$ cat src/rtl/led_game_pkg.sv
// Shared types and helpers for the LED lane game: obstacle slot record,
// the obstacle LFSR step and the lane-to-column mapping.
package led_game_pkg;

    // Widest lane index any configuration can use; unused upper bits stay zero.
    localparam int LANE_MAX_W = 14;

    // Galois feedback mask for taps 16,14,13,11.
    localparam logic [15:0] LFSR_TAPS = 16'hB400;

    // One obstacle slot: whether it holds an obstacle and which lane it is in.
    typedef struct packed {
        logic                  valid;
        logic [LANE_MAX_W-1:0] lane;
    } slot_t;

    // Advance the obstacle LFSR by one step.
    function automatic logic [15:0] lfsr_next(input logic [15:0] cur);
        return cur[0] ? ((cur >> 1) ^ LFSR_TAPS) : (cur >> 1);
    endfunction

    // Lanes are spread evenly across the columns; shift = column bits minus lane bits.
    function automatic logic [15:0] lane_to_x(input logic [LANE_MAX_W-1:0] lane, input int shift);
        return 16'(lane) << shift;
    endfunction

endpackage

$ cat src/rtl/led_prescaler.sv
// Tick generator: counts enabled cycles and fires once the count reaches limit.
// The compare is >= so that lowering limit mid-period fires on the next cycle.
module led_prescaler #(
    parameter int DIV_W = 8
) (
    input  logic             CLK,
    input  logic             RST,
    input  logic             enable,
    input  logic [DIV_W-1:0] limit,
    output logic             tick
);

    logic [DIV_W-1:0] count;

    assign tick = enable && (count >= limit);

    // Count while enabled, clear on the tick, hold while disabled.
    always_ff @(posedge CLK) begin
        if (RST) begin
            count <= '0;
        end else if (tick) begin
            count <= '0;
        end else if (enable) begin
            count <= count + DIV_W'(1);
        end
    end

endmodule

$ cat src/rtl/led_lane_scroller.sv
// Lane scroller game core: obstacles fall down a set of lanes in slots of
// rows, the player sits on the bottom row, and the field is scanned out one
// pixel coordinate per scan tick for the LED matrix driver.
module led_lane_scroller
    import led_game_pkg::*;
#(
    parameter int          X_W        = 3,
    parameter int          Y_W        = 4,
    parameter int          RPS_W      = 2,
    parameter int          LANE_W     = 2,
    parameter int          SCAN_DIV   = 10000,
    parameter int          SCROLL_DIV = 3000000,
    parameter logic [15:0] LFSR_SEED  = 16'hACE1
) (
    input  logic              CLK,
    input  logic              RST,
    input  logic              pause,
    input  logic              restart,
    input  logic [1:0]        speed,
    input  logic [LANE_W-1:0] player_lane,
    output logic [X_W-1:0]    x_out,
    output logic [Y_W-1:0]    y_out,
    output logic              pix_valid,
    output logic              frame_start,
    output logic              game_over,
    output logic [15:0]       score
);

    localparam int ROWS       = 2 ** Y_W;
    localparam int SLOT_W     = Y_W - RPS_W;
    localparam int SLOTS      = 2 ** SLOT_W;
    localparam int LANE_SHIFT = X_W - LANE_W;
    localparam int STEP_W     = Y_W + 1;
    localparam int SCAN_W     = (SCAN_DIV < 1) ? 1 : $clog2(SCAN_DIV + 1);
    localparam int SCROLL_W   = (SCROLL_DIV < 1) ? 1 : $clog2(SCROLL_DIV + 1);

    logic                scan_tick;
    logic                scroll_tick;
    logic                scroll_enable;
    logic                scroll_clear;
    logic [SCROLL_W-1:0] scroll_limit;

    slot_t               slots    [SLOTS];
    slot_t               slots_nx [SLOTS];
    logic [SLOT_W-1:0]   head, head_nx;
    logic [RPS_W-1:0]    offset, offset_nx;
    logic [15:0]         lfsr, lfsr_nx;
    logic [15:0]         score_nx;
    logic                game_over_nx;
    slot_t               bottom;
    logic                at_last;

    logic [STEP_W-1:0]   step;
    logic [Y_W-1:0]      scan_row;
    logic [SLOT_W-1:0]   scan_phys;
    slot_t               scan_entry;
    logic                scan_hit;

    assign scroll_enable = !pause && !game_over;
    assign scroll_clear  = RST || restart;
    assign scroll_limit  = SCROLL_W'(SCROLL_DIV) >> speed;

    led_prescaler #(.DIV_W(SCAN_W)) u_scan_div (
        .CLK    (CLK),
        .RST    (RST),
        .enable (1'b1),
        .limit  (SCAN_W'(SCAN_DIV)),
        .tick   (scan_tick)
    );

    led_prescaler #(.DIV_W(SCROLL_W)) u_scroll_div (
        .CLK    (CLK),
        .RST    (scroll_clear),
        .enable (scroll_enable),
        .limit  (scroll_limit),
        .tick   (scroll_tick)
    );

    // Look up the slot covering the row currently being scanned and whether its obstacle sits on that row.
    always_comb begin
        scan_row   = {Y_W{1'b1}} - step[Y_W-1:0];
        scan_phys  = head + scan_row[Y_W-1:RPS_W];
        scan_entry = slots[scan_phys];
        scan_hit   = scan_entry.valid && (scan_row[RPS_W-1:0] == ({RPS_W{1'b1}} - offset));
    end

    // Scan sequencer: rows top to bottom, then one step for the player pixel; outputs change only on scan ticks.
    always_ff @(posedge CLK) begin
        if (RST) begin
            step        <= '0;
            x_out       <= '0;
            y_out       <= '1;
            pix_valid   <= 1'b0;
            frame_start <= 1'b0;
        end else begin
            frame_start <= 1'b0;
            if (scan_tick) begin
                if (step == STEP_W'(ROWS)) begin
                    step      <= '0;
                    x_out     <= X_W'(lane_to_x(LANE_MAX_W'(player_lane), LANE_SHIFT));
                    y_out     <= '0;
                    pix_valid <= 1'b1;
                end else begin
                    step        <= step + STEP_W'(1);
                    x_out       <= X_W'(lane_to_x(scan_entry.lane, LANE_SHIFT));
                    y_out       <= scan_row;
                    pix_valid   <= scan_hit;
                    frame_start <= (step == '0);
                end
            end
        end
    end

    // Game next-state: restart wipes the field, otherwise a scroll tick either collides, retires the bottom slot or steps the offset.
    always_comb begin
        slots_nx     = slots;
        head_nx      = head;
        offset_nx    = offset;
        lfsr_nx      = lfsr;
        score_nx     = score;
        game_over_nx = game_over;
        bottom       = slots[head];
        at_last      = (offset == {RPS_W{1'b1}});

        if (restart) begin
            for (int i = 0; i < SLOTS; i++) begin
                slots_nx[i] = '0;
            end
            head_nx      = '0;
            offset_nx    = '0;
            score_nx     = '0;
            game_over_nx = 1'b0;
        end else if (scroll_tick) begin
            if (at_last && bottom.valid && (bottom.lane == LANE_MAX_W'(player_lane))) begin
                game_over_nx = 1'b1;
            end else if (at_last) begin
                if (bottom.valid && (score != 16'hFFFF)) begin
                    score_nx = score + 16'd1;
                end
                slots_nx[head].valid = lfsr[1] | lfsr[0];
                slots_nx[head].lane  = LANE_MAX_W'(lfsr[LANE_W+1:2]);
                head_nx              = head + SLOT_W'(1);
                lfsr_nx              = lfsr_next(lfsr);
                offset_nx            = '0;
            end else begin
                offset_nx = offset + RPS_W'(1);
            end
        end
    end

    // Game state register.
    always_ff @(posedge CLK) begin
        if (RST) begin
            for (int i = 0; i < SLOTS; i++) begin
                slots[i] <= '0;
            end
            head      <= '0;
            offset    <= '0;
            lfsr      <= LFSR_SEED;
            score     <= '0;
            game_over <= 1'b0;
        end else begin
            slots     <= slots_nx;
            head      <= head_nx;
            offset    <= offset_nx;
            lfsr      <= lfsr_nx;
            score     <= score_nx;
            game_over <= game_over_nx;
        end
    end

endmodule

$ cat config.mk
export PLATFORM = sky130hd
export DESIGN_NAME = led_lane_scroller
export DESIGN_NICKNAME = d
export VERILOG_FILES = /design/src/rtl/led_game_pkg.sv /design/src/rtl/led_prescaler.sv /design/src/rtl/led_lane_scroller.sv
export SDC_FILE = /design/constraint.sdc
export NUM_CORES = 1
export LEC_CHECK = 0
export ABC_AREA = 0
export CORE_UTILIZATION = 44
export CTS_CLUSTER_DIAMETER = 120
export DETAILED_ROUTE_END_ITERATION = 12
export PLACE_DENSITY = 0.66
export SYNTH_ARGS = -nofsm -noshare
export SYNTH_HDL_FRONTEND = slang
export SYNTH_SLANG_ARGS = --single-unit
$ cat constraint.sdc
create_clock -name CLK -period 4.61 [get_ports CLK]
set_clock_uncertainty 0.05 [all_clocks]
set_input_delay 1.383 -clock CLK [delete_from_list [all_inputs] [get_ports CLK]]
set_output_delay 1.383 -clock CLK [all_outputs]
set_load 0.02 [all_outputs]
# After elaboration in Yosys (flattened, before gate mapping)
# Cells that the tools add are included.
[totals]
ram_bits = 0
output_inout_bits = 26
reg_bits = 147
elab_cells = 85
romBits = 0
in_bits = 8
latch_bits = 0
n_memories = 0
[classes]
n_div = 0
muxes = 18
addsub = 9
multipliers = 0
magnitude_cmp = 5
shifts = 1
n_eq_ne = 5
bitwise_logic = 7
n_reduce_logical = 20
[ops]
columns = ["cell", "n"]
rows = [
  ["60-bit bitwise mux", 2],
  ["15-bit two-way mux", 5],
  ["15-bit binary-select mux with 2-bit select", 2],
  ["15-bit demux with 2-bit select", 2],
  ["22-bit by 1-bit adder with 22-bit output, second input constant", 1],
  ["22-bit greater-or-equal comparator", 1],
  ["22-bit by 2-bit right shift with 22-bit output, first input constant", 1],
  ["16-bit by 1-bit adder with 16-bit output, second input constant", 1],
  ["16-bit two-way mux", 1],
  ["16-bit inequality test, second input constant", 1],
  ["14-bit by 1-bit adder with 14-bit output, second input constant", 1],
  ["14-bit by 2-bit equality test with 1-bit output", 1],
  ["14-bit greater-or-equal comparator, second input constant", 1],
  ["14-bit two-way mux", 1],
  ["4-bit AND reduction", 2],
  ["1-bit logical AND", 7],
  ["3-bit greater-or-equal comparator, second input constant", 2],
  ["2-bit NOT with 3-bit output", 2],
  ["2-bit OR reduction", 3],
  ["5-bit by 1-bit adder with 5-bit output, second input constant", 1],
  ["5-bit equality test, second input constant", 1],
  ["5-bit logical NOT", 1],
  ["5-bit two-way mux", 1],
  ["2-bit by 1-bit adder with 2-bit output, second input constant", 2],
  ["other kinds (18)", 22],
]

# Longest topological paths before layout
[logic_depth]
word_depth = 8
ltp_mapped = 12
ltp_nobuf = 10

# Hierarchy
# A second synthesis with hierarchy kept.
[unflattened]
cells_unflattened = 650
area_unflattened_um2 = 5821.8
[modules_own_cells]
columns = ["mod", "cells_each", "seq_area_each_um2", "area_per_inst_um2", "n_inst"]
rows = [
  ["led_lane_scroller", 338, 1241.2, 3133.0, 1],
  ["led_prescaler (u_scroll_div)", 194, 440.4, 1654.1, 1],
  ["led_prescaler (u_scan_div)", 118, 280.3, 1034.7, 1],
]

# Worst setup path before layout
# OpenSTA, ideal clock, no wires.
[synth_timing]
path_type = "in2reg"
from = "in speed[1]"
to = "reg score[13]"
t_required_ns = 4.490
arrival_ns = 3.532
stages = 11
setup_ns = 0.070
n_path_buf = 1
setup_slack_ns = 0.957
cell_sequence = "inv_1 -> ha_1 -> inv_1 -> ha_1 -> nand4_1 -> nor4_1 -> o21a_1 -> o31ai_2 -> buf_2 -> or4_1 -> a21oi_1"
[synth_between]
elab_chain_len = 4
[synth_rtl]
columns = ["item", "line_no", "rtl"]
rows = [
  ["from (decl)", "led_lane_scroller.sv:19", "input logic [1:0] speed,"],
  ["22-bit by 2-bit right shift with 22-bit output", "led_lane_scroller.sv:61", "assign scroll_limit = SCROLL_W'(SCROLL_DIV) >> speed;"],
  ["22-bit greater-or-equal comparator", "led_prescaler.sv:15", "assign tick = enable && (count >= limit);"],
  ["1-bit logical AND", "led_prescaler.sv:15", ""],
  ["4-bit AND reduction (no source line)", "-", ""],
  ["to (signal assigned)", "led_lane_scroller.sv:167", "score <= score_nx;"],
  ["to (decl)", "led_lane_scroller.sv:26", "output logic [15:0] score"],
]
# Every way passes these cells.
# A chain may end at the register's enable or synchronous reset.

# Final worst setup path
[layout_timing]
from = "in speed[0]"
to = "reg slots[14] in the netlist's numbering"
[layout_between]
elab_chain_len = 4
[layout_rtl]
columns = ["item", "line_no", "rtl"]
rows = [
  ["22-bit by 2-bit right shift with 22-bit output", "led_lane_scroller.sv:61", ""],
  ["22-bit greater-or-equal comparator", "led_prescaler.sv:15", ""],
  ["1-bit logical AND", "led_prescaler.sv:15", ""],
  ["3-bit AND reduction (no source line)", "-", ""],
  ["to (signal assigned)", "led_lane_scroller.sv:163", "slots <= slots_nx;"],
  ["to (decl)", "led_lane_scroller.sv:43", "slot_t slots [SLOTS];"],
]
# Every way passes these cells.

==> results.txt <==
* Crit start category: input port
- Cts bufs inserted: 9
- Worst-margin pin slew: ~990 ps
* Post-Place Cells: ~740
- Slew HR: ~34%
* Initial cell density of the core: 45.0%
* Clock period minus worst slack: around 4300 ps
- In this run the deepest clock path goes through 2 buffers.
- The count of nets left with antenna violations once routing finished came out at 0.
* Area Growth Syn to Fin: 14.8%
* Portion of total power attributed to combinational logic: ~3.4%
- Share of final-layout standard cells stronger than drive strength 1: between 6 and 7%
- Of the total power, the clock network draws 45.8%.
- Cts repair resizes: 0
* Routed length on met3: around 330 um
* DIE WIDTH: 110 um
* Detail-routed via count per cell: roughly 5.5
- The worst setup path is captured at a register.
* Cell taking the most area after synthesis: dfxtp_1
- The worst setup path is of the in -> reg kind.
- Yosys mapped the design onto 56 distinct sky130hd cell types.
- Main synth FF type: dfxtp_1
- Final worst-path cycle share: about 93%
* Leading cell type in the layout, fill and taps excluded: dfxtp_1
- The finished layout holds around 760 standard cells, fillers aside.
- Cell area after technology mapping: 5140 um2
- Tightest Hold Check Type: reg -> reg
- Post-DP HPWL: roughly 7800 um
* All-layer global routing usage: a little under a fifth
- Largest cells by area after synthesis: dfxtp_1 (38%), ha_1 (9.3%), nor2_1 (5.5%)
- Total gr overflow: 0
* Total power density per cell area: approximately 280 nW/um2
* Proportion of power drawn by flip-flops and latches: between 50% and 60%
- Die outline height: 110 um
- The first detailed-routing pass ran for 6 iterations.
- During I/O placement, the number of pins put on the boundary was 34.
* Number of antenna violations at the first check in global routing: 0
- Summed over all nets, the switching power comes to around 0.38 mW.
- Counting flops with an async set or reset pin after synthesis yields a share of 0%.
- For this run, the number of Yosys warnings is 0.
* Hold Violations, Final: 0
- In this run the worst path has a maximum fanout of 12.
* Area fraction of the dominant cell type after synthesis: about two fifths
- Total Routed Length: between 10000 and 15000 um
- Vias in the first global route: 3894
- Routability-driven placement finished with a final weighted congestion of around 0.9.
- PortBufs: 32
- The analysis attributes to cell leakage a power of ~2.2 nW.
- Filler Cell Count: between 1k and 1.5k
- Vias: about 4k
- The floorplan step defined a die boundary enclosing approximately 12000 um2.
- Synthesized instance count: about 580
* FMAX: ~0.23 GHz
* Iter 0 DRT Violations: roughly 180
- Setup repair after global routing missed its margin: no
* Result of the run: finished, final reports clean
* CTS tree: built
* Final TNS setup: 0 ps
- Diodes inserted: 0
- Most frequent cells in the layout: dfxtp_1 (98), nor2_1 (75), nand2_1 (44), a21oi_1 (40), ha_1 (38)
- The core region is 11400 um2.
- Net Count, Synth: 627
- Post-layout nets: ~650
* Wire length on met2: between 4000 and 5000 um
* Clock Pin Slew Worst Setup and Hold Paths: ~70 ps
* Met1 Routed Length: approximately 5400 um
- Clock tree root driver cell: clkbuf_16
- In this run, post-CTS hold repair placed 0 buffers.
- Setup violations remaining at the end of the flow were counted as 0.
- In the routed design, unresolved DRC markers number 0.
* Clock Sinks: 98
* Source-to-sink clock delay at the later pin of the worst-skew pair: ~340 ps
- Of the total power, the share spent switching nets is a little under a quarter.
- The internal power of the cells totals 1.30 mW.
* Count of state elements after synthesis: 98
- Yosys mapped a number of flops with a built-in enable equal to 0.
* Worst vdd rail ir drop: around 0.23 mV
* Max-slew violation count: 0
* Register area share after synthesis: 38.2%
* Largest net degree at the start of global routing: 34
* Signal arrival time at the worst endpoint: ~4400 ps
- Post-CTS timing repair inserted 0 buffers for setup.
- Max-cap violations in this run came to 0.
* Average wire length per cell after detail routing: between 10 and 15 um
* Clock H-tree levels: 3
* Row count: 39
- Required time of the critical path: between 4000 and 5000 ps
* Avg Inst Size Synth: slightly below 9 um2
- Highest routed metal layer: met4
- The first global-routing pass estimated 18300 um of wire.
[synth_stat cells, types with 5 or more instances]
| cell | count |
|---|---|
| a21o_1 | 5 |
| a21oi_1 | 40 |
| ha_1 | 38 |
| dfxtp_1 | 98 |
| xnor2_1 | 25 |
| nor3_1 | 8 |
| buf_2 | 5 |
| nand2_1 | 44 |
| nor2_1 | 75 |
| mux2i_1 | 21 |
| o31ai_1 | 10 |
| xor2_1 | 18 |
| inv_1 | 24 |
| nand4_1 | 17 |
| nand3_1 | 37 |
| clkbuf_1 | 17 |
| or4_1 | 9 |
| o21ai_0 | 17 |
| and3_1 | 13 |
[cells by family (layout without fill, tap and decap cells)]
group                    after synthesis  in the layout  share of synthesized area [%]
adder cells (fa/ha/maj)               38             38                           9.25
buffers and inverters                 51             82                           4.50
AO/OA/AOI/OAI                         90             90                           10.9
other                                  1              1                         0.0730
flip-flops                            98             98                           38.2
AND/OR/NAND/NOR                      233            233                           22.9
XOR/XNOR                              43             43                           7.33
multiplexers                          27             27                           6.94
[through the flow]
stage / util [%] / worst slack (ps) / hold slack [ps] / power (mW) / instance area, um2
final: 51.7 / 317 / 414 / 1.67 / 5900
after global routing: 51.7 / 24.8 / 440 / 1.73 / 5900
after CTS: 51.7 / 336 / 424 / 1.69 / 5900
after detailed placement: 49.0 / 7.80 / 407 / 0.928 / 5600
after global placement: 49.0 / 122 / 401 / 0.926 / 5600
after floorplan: - / 957 / 390 / 0.908 / 5140
[cell type report]
type                            count  area, um2  share of cell area [%]
Sequential cell                    98       1960                    33.2
Timing Repair Buffer               42        408                    6.91
Multi-Input combinational cell    432       2960                    50.2
Clock inverter                      7       76.3                    1.29
Tap cell                          143        179                    3.03
Inverter                           24       90.1                    1.53
Clock buffer                        9        225                    3.82
[worst max-delay path, cell delays in order]
cell             delay [ps]
clkdlybuf4s50_1         570
inv_1                   110
ha_1                    290
inv_1                    70
ha_1                    320
nand4_1                 130
nor4_1                  310
o21a_1                  280
o31a_1                  460
nand4_1                 310
mux2i_1                 200
[path summary, 6_finish.rpt]
path	from	end	slack [ps]	cells after the start
max reg2reg	head[1]$_SDFFE_PP0P_	score[7]$_SDFFE_PP0P_	1890	6
max	speed[0]	slots[14]$_SDFFE_PP0P_	320	11
min	lfsr[4]$_SDFFE_PP0P_	lfsr[3]$_SDFFE_PP0P_	410	2
min reg2reg	lfsr[4]$_SDFFE_PP0P_	lfsr[3]$_SDFFE_PP0P_	410	2
[flip-flops by register name, indices dropped and copies added, names as in the netlist]
name	flops
frame_start	1
game_over	1
head	2
lfsr	16
offset	2
pix_valid	1
score	16
slots	12
step	5
u_scan_div.count	14
u_scroll_div.count	22
x_out	2
y_out	4
[routing by layer]
layer / global-route usage (%) / up-vias
met3: 4.23 / 13
met1: 24.7 / 1956
li1: - / 2099
met4: 5.05 / 0
met5: 0 / -
met2: 32.0 / 51
[power groups by stage]
| stage | combinational (mW) | sequential [mW] | clock, mW |
|---|---|---|---|
| 4_1_cts | 0.0566 | 0.852 | 0.785 |
| 2_1_floorplan | 0.0371 | 0.871 | 0 |
| 6_report | 0.0563 | 0.852 | 0.766 |
| 3_3_place_gp | 0.0546 | 0.871 | 0 |
| 3_5_place_dp | 0.0562 | 0.872 | 0 |
| 5_1_grt | 0.0632 | 0.852 | 0.817 |
No activity file was read; power rests on OpenSTA's default activity.
